<file path="config.mk">
export PLATFORM = sky130hd
export DESIGN_NAME = mem_port_arbiter
export DESIGN_NICKNAME = d
export VERILOG_FILES = /design/src/rtl/mem_port_arbiter.sv
export SDC_FILE = /design/constraint.sdc
export NUM_CORES = 1
export LEC_CHECK = 0
export BUFFER_PORTS_ARGS = -buffer_cell sky130_fd_sc_hd__clkbuf_2
export CAP_MARGIN = 10
export CORE_AREA = 2 2 212 214
export CTS_CLUSTER_DIAMETER = 150
export DETAILED_ROUTE_END_ITERATION = 10
export DIE_AREA = 0 0 214 216
export GPL_TIMING_DRIVEN = 0
export PLACE_DENSITY = 0.33
export SYNTH_ARGS = -nofsm -noshare
export SYNTH_HDL_FRONTEND = slang
export SYNTH_SLANG_ARGS = --single-unit
</file>
<file path="constraint.sdc">
create_clock -name clk -period 1.87 [get_ports clk]
set_input_delay 0.187 -clock clk [delete_from_list [all_inputs] [get_ports clk]]
set_output_delay 0.187 -clock clk [all_outputs]
set_load 0.02 [all_outputs]
</file>
<file path="src/rtl/mem_port_arbiter.sv">
// Shared memory port arbiter: fetch vs. data requester, one outstanding
// transaction, response routing, stall generation and flush kill.
module mem_port_arbiter #(
  parameter int ADDR_W       = 64,
  parameter int DATA_W       = 64,
  parameter int MAX_DATA_RUN = 4
) (
  input  logic                clk,
  input  logic                rst_n,
  input  logic                flush,
  input  logic                i_req,
  input  logic [ADDR_W-1:0]   i_addr,
  output logic                i_gnt,
  output logic                i_rvalid,
  output logic [DATA_W-1:0]   i_rdata,
  input  logic                d_req,
  input  logic                d_we,
  input  logic [ADDR_W-1:0]   d_addr,
  input  logic [DATA_W-1:0]   d_wdata,
  input  logic [DATA_W/8-1:0] d_sel,
  output logic                d_gnt,
  output logic                d_rvalid,
  output logic [DATA_W-1:0]   d_rdata,
  output logic                m_req,
  output logic                m_we,
  output logic [ADDR_W-1:0]   m_addr,
  output logic [DATA_W-1:0]   m_wdata,
  output logic [DATA_W/8-1:0] m_sel,
  input  logic                m_gnt,
  input  logic                m_rvalid,
  input  logic [DATA_W-1:0]   m_rdata,
  output logic                stall_if,
  output logic                stall_mem
);

  typedef enum logic {IDLE, BUSY} state_t;

  localparam logic [3:0] RUN_MAX = 4'(MAX_DATA_RUN);

  state_t     state_q, state_d;
  logic       owner_q, owner_d;
  logic       kill_q, kill_d;
  logic [3:0] run_q, run_d;
  logic       fetch_win;

  always_ff @(posedge clk) begin
    if (!rst_n) begin
      state_q <= IDLE;
      owner_q <= 1'b0;
      kill_q  <= 1'b0;
      run_q   <= 4'd0;
    end else begin
      state_q <= state_d;
      owner_q <= owner_d;
      kill_q  <= kill_d;
      run_q   <= run_d;
    end
  end

  assign i_rdata = m_rdata;
  assign d_rdata = m_rdata;

  always_comb begin
    state_d  = state_q;
    owner_d  = owner_q;
    kill_d   = kill_q;
    run_d    = run_q;
    m_req    = 1'b0;
    i_gnt    = 1'b0;
    d_gnt    = 1'b0;
    i_rvalid = 1'b0;
    d_rvalid = 1'b0;
    // data has priority unless the fetch has waited out a full data run
    fetch_win = i_req & (~d_req | (run_q == RUN_MAX));
    m_we    = ~fetch_win & d_we;
    m_addr  = fetch_win ? i_addr : d_addr;
    m_wdata = d_wdata;
    m_sel   = fetch_win ? '1 : d_sel;

    unique case (state_q)
      IDLE: begin
        m_req = i_req | d_req;
        if (m_req & m_gnt) begin
          i_gnt   = fetch_win;
          d_gnt   = ~fetch_win;
          owner_d = ~fetch_win;
          state_d = BUSY;
        end
      end
      BUSY: begin
        if (flush & ~owner_q) kill_d = 1'b1;
        if (m_rvalid) begin
          i_rvalid = ~owner_q & ~kill_q & ~flush;
          d_rvalid = owner_q;
          state_d  = IDLE;
          kill_d   = 1'b0;
        end
      end
      default: state_d = IDLE;
    endcase

    if (!i_req || i_gnt) begin
      run_d = 4'd0;
    end else if (d_gnt && run_q != RUN_MAX) begin
      run_d = run_q + 4'd1;
    end

    if (!rst_n) begin
      m_req    = 1'b0;
      i_gnt    = 1'b0;
      d_gnt    = 1'b0;
      i_rvalid = 1'b0;
      d_rvalid = 1'b0;
    end

    stall_if  = rst_n & ((i_req & ~i_gnt) |
                ((state_q == BUSY) & ~owner_q & ~i_rvalid));
    stall_mem = rst_n & ((d_req & ~d_gnt) |
                ((state_q == BUSY) & owner_q & ~d_rvalid));
  end

endmodule

</file>
==> run summary <==
The count of vias placed by the detailed router came out at 3602. Counting flops with a built-in enable in the synthesized netlist gives 0. The post-synthesis share of cell area spent on and, or, nand and nor gates is 8.20%. The register-to-register path setup slack is 0.13 ns. The violation count after the first detailed-routing iteration came out at 68. The final number of max-transition violations came out at 0.

The fraction of the mapped netlist area in compound gates came out at 2.47%. The clock network burns 15.6% of the power. The combinational share of power came out at 77.4%. Sorting the synthesized cells by how often they occur yields buf_4 (192), mux2_2 (36), mux2_4 (28).

The maximum number of pins on one net before global-route repair is 11. The global-route wire length before repair came out at 19.6 mm. STA classifies the critical path startpoint as a flop. The post-synthesis instance total came out at 334.

The area of all placed cells without fillers is 0.00665 mm2. The final hold violation count is 0. Fill cells in the final layout number 5014. The number of nets in the finished design is 1050.

The largest fanout of any net on the critical path came out at 7. The leakage component of the power came out at 0.00367 uW. The worst-skew pair later-pin latency came out at 0.23 ns. The total cell area at the placement stage came out at 0.00565 mm2.

The die area is 0.0462 mm2. The area of the core came out at 0.0438 mm2. Summed over all nets, the half-perimeter wirelength after detailed placement is 13.3 mm. The post-layout instance count excluding filler cells came out at 1367. The part of the Yosys area used for sequential elements is 4.94%.

The xor and xnor fraction of the mapped netlist area is 0%. The largest single stage delay on the critical path is 0.33 ns. The data required time of the worst path came out at 1.68 ns. Counting the buffers created by CTS gives 3. Synthesis inferred 7 register bits. Once routing completed, OpenROAD measured the worst setup slack at -0.300 ns. Max-cap violations in this run came to 0.

The share of total power dissipated in sequential elements is 7.0%. Setup repair after global routing could not meet its margin everywhere. After clock tree synthesis, the clock-pin slew on the worst setup and hold paths is 0.04 ns.

The number of iterations in the first detailed-routing pass is 4. The aggregate global-route resource usage is 5.45%. The number of nets handed over by synthesis was 608.

The routability congestion estimate from global placement is 0.757. At the pin with the least slew margin, the transition time is 0.414 ns. The destination of the worst register-to-register timing path is run_q[3]. The number of cells on the worst reg-to-reg path is 12. The residual antenna-violating net count after detailed routing is 0. The power density over the cells is 351 mW/mm2. The total net switching power is 938 uW. The fraction of final layout cells with drive strength greater than 1 came out at 93.4%. The critical path goes through inv_2, ha_4, nand3b_1, nand2_1, and2_4, buf_12, buf_16, clkbuf_16, mux2_4, buf_6. Input and output buffers added on the ports amount to 415. The tightest min-delay check is of the in -> reg type. Setup violations remaining at the end of the flow were counted as 76. The average footprint of a synthesized cell came out at 8.49 um2.

The count of unique library cells instantiated by Yosys came out at 30. The minimum clock period is 2.17 ns. The buffer cell driving the clock tree root is clkbuf_16.

The number of warnings reported in the yosys synthesis log came out at 0. The critical path is of the reg -> out type. The buffer depth of the longest clock path came out at 2. The startpoint identified for the worst register-to-register timing path is run_q[0]. After detailed routing, the number of remaining DRC violations is 0. The height of the die came out at 216 um.

The launch instance of the worst min-delay path is flush. In the synthesized netlist the dominant register cell turns out to be dfxtp_1. buf_4 takes more of the synthesized area than any other cell. Summing every instance area after synthesis gives 0.00284 mm2. The proportion of register bits with asynchronous set or reset after synthesis is 0%.

The overall power after layout came out at 2330 uW. The checks that failed: negative setup slack. For this block, the routed nets add up to 15.4 mm of wire. The total global routing overflow is 0. The number of global-route vias before repair is 3169.

The clock net sink count came out at 7. The initial utilization of the core area, before any placement, comes to 6.47%. TritonCTS built the clock tree. STA classifies the critical path endpoint as an output pin.

The critical path starts at run_q[0]. The worst-case clock skew came out at 0.00546 ns. Of the available clock period, the critical path in the final layout requires 116%.

The synthesized design devotes to its leading area cell type 50.8% of total area. The worst voltage drop across the vdd grid is 223 uV. The cell internal power dissipation is 1400 uW. The switching share of power came out at 40.2%. The cell with the most instances after synthesis is buf_4. The number of diodes came out at 0.

Measured along the x axis, the die boundary spans 214 um. The post-synthesis to final-layout area growth came out at 134%. The run finished, with violations left. The critical path data arrival time came out at 1.98 ns. The initial antenna violation count came out at 0. After detailed routing, the number of vias per cell comes to 2.63. After detailed routing, the average wire length per cell comes to 11.3 um. After Yosys synthesis, full adders, half adders and majority gates account for 0.882% of the synthesized area. The total placed cells including tap cells came out at 1341. The post-synthesis mux area share came out at 29.5%. The maximum operating frequency is 0.461 GHz. The worst setup timing slack at the placement stage came out at -0.377 ns. By area, the combinational part of the netlist is dominated by buffers and inverters. The I/O pin total is 544.

The worst max-slew margin expressed relative to the limit is 72.2%. Following the worst setup path forward leads to its endpoint at m_addr[57]. By area the synthesized netlist is led by buf_4 (51%), mux2_4 (15%), mux2_2 (14%). The library cell contributing the largest single delay on the critical path is dfxtp_2. The setup total negative slack is -18.46 ns. The floorplan row count came out at 77.

In this run the number of H-tree levels came out at 1.
==> area by class of cell <==
cell class,count,area [um2],area share (%)
tap,592,741,11.1
clock inverter,1,5.00,0.0753
sequential,7,143,2.15
multi-input combinational,122,1290,19.4
clock buffer,3,75.1,1.13
buffer,200,1580,23.7
inverter,3,11.3,0.169
timing repair buffer,439,2810,42.2
==> worst min path at each step <==
| stage | end | slack (ns) | cells past startpoint |
|---|---|---|---|
| 4_1_cts | kill_q | 0.25 | 3 |
| 5_1_grt | kill_q | 0.31 | 3 |
| 3_3_place_gp | kill_q | 0.49 | 3 |
| 6_report | kill_q | 0.25 | 3 |
| 2_1_floorplan | kill_q | 0.35 | 3 |
| 3_5_place_dp | kill_q | 0.48 | 2 |
==> sequential cells by signal (all words and copies together) (netlist names) <==
register  count
owner_q       1
kill_q        1
state_q       1
run_q         4
==> cell usage in the layout (no fill, tap or decap), types with 2 or more instances in the layout <==
cell	synthesis	final
nor2b_1	3	2
clkbuf_16	0	8
nand3_1	5	5
buf_6	5	47
buf_12	0	7
mux2_2	36	17
buf_8	0	11
nand2_1	9	9
clkbuf_8	0	4
mux2_4	28	47
dfxtp_2	0	2
clkbuf_2	0	352
buf_4	192	208
a31oi_1	2	2
or2_4	0	7
dfxtp_1	7	5
a21oi_1	4	4
o21ai_0	3	2
inv_2	0	2
buf_2	4	3
nor2_1	7	6
nor3b_1	2	2
==> critical path: cells and delay by family (launching register included) <==
family	cells	cell delay, ns
fa+ha+maj	1	0.15
buf+inv	5	0.63
simple gates	3	0.32
flops	1	0.33
mux	1	0.30
==> cells by family after synthesis <==
kind of cell	Yosys count
compound gates	12
fa+ha+maj	2
buf+inv	205
flops	7
mux	65
simple gates	43
==> layer usage <==
layer / GRT usage (%) / wire length (um) / vias to the layer above
met5: 0 / 0 / -
met4: 0.606 / 113 / 0
met3: 0.874 / 1030 / 4
met2: 9.79 / 8080 / 190
met1: 7.02 / 6180 / 1627
li1: - / - / 1781
==> power groups by stage <==
stage | sequential (uW) | clock (uW) | combinational [uW]
CTS | 162 | 377 | 1660
global placement | 165 | 0 | 1550
finish | 163 | 365 | 1810
detailed placement | 165 | 0 | 1550
global route | 164 | 384 | 1900
floorplan | 162 | 0 | 1010
==> metrics by stage <==
stage	hold slack, ns	util, %
3_3_place_gp	0.486	12.9
5_1_grt	0.307	15.2
6_report	0.252	15.2
2_1_floorplan	0.351	-
4_1_cts	0.248	14.0
3_5_place_dp	0.484	12.9
==> what timing repair did <==
item	CTS	global route
buffers inserted	12	8
pin swaps	0	6
gates cloned	2	5
resized for setup	64	185
hold buffers	0	0
setup endpoints to repair	75	77
Power figures use the tool's default switching activity.
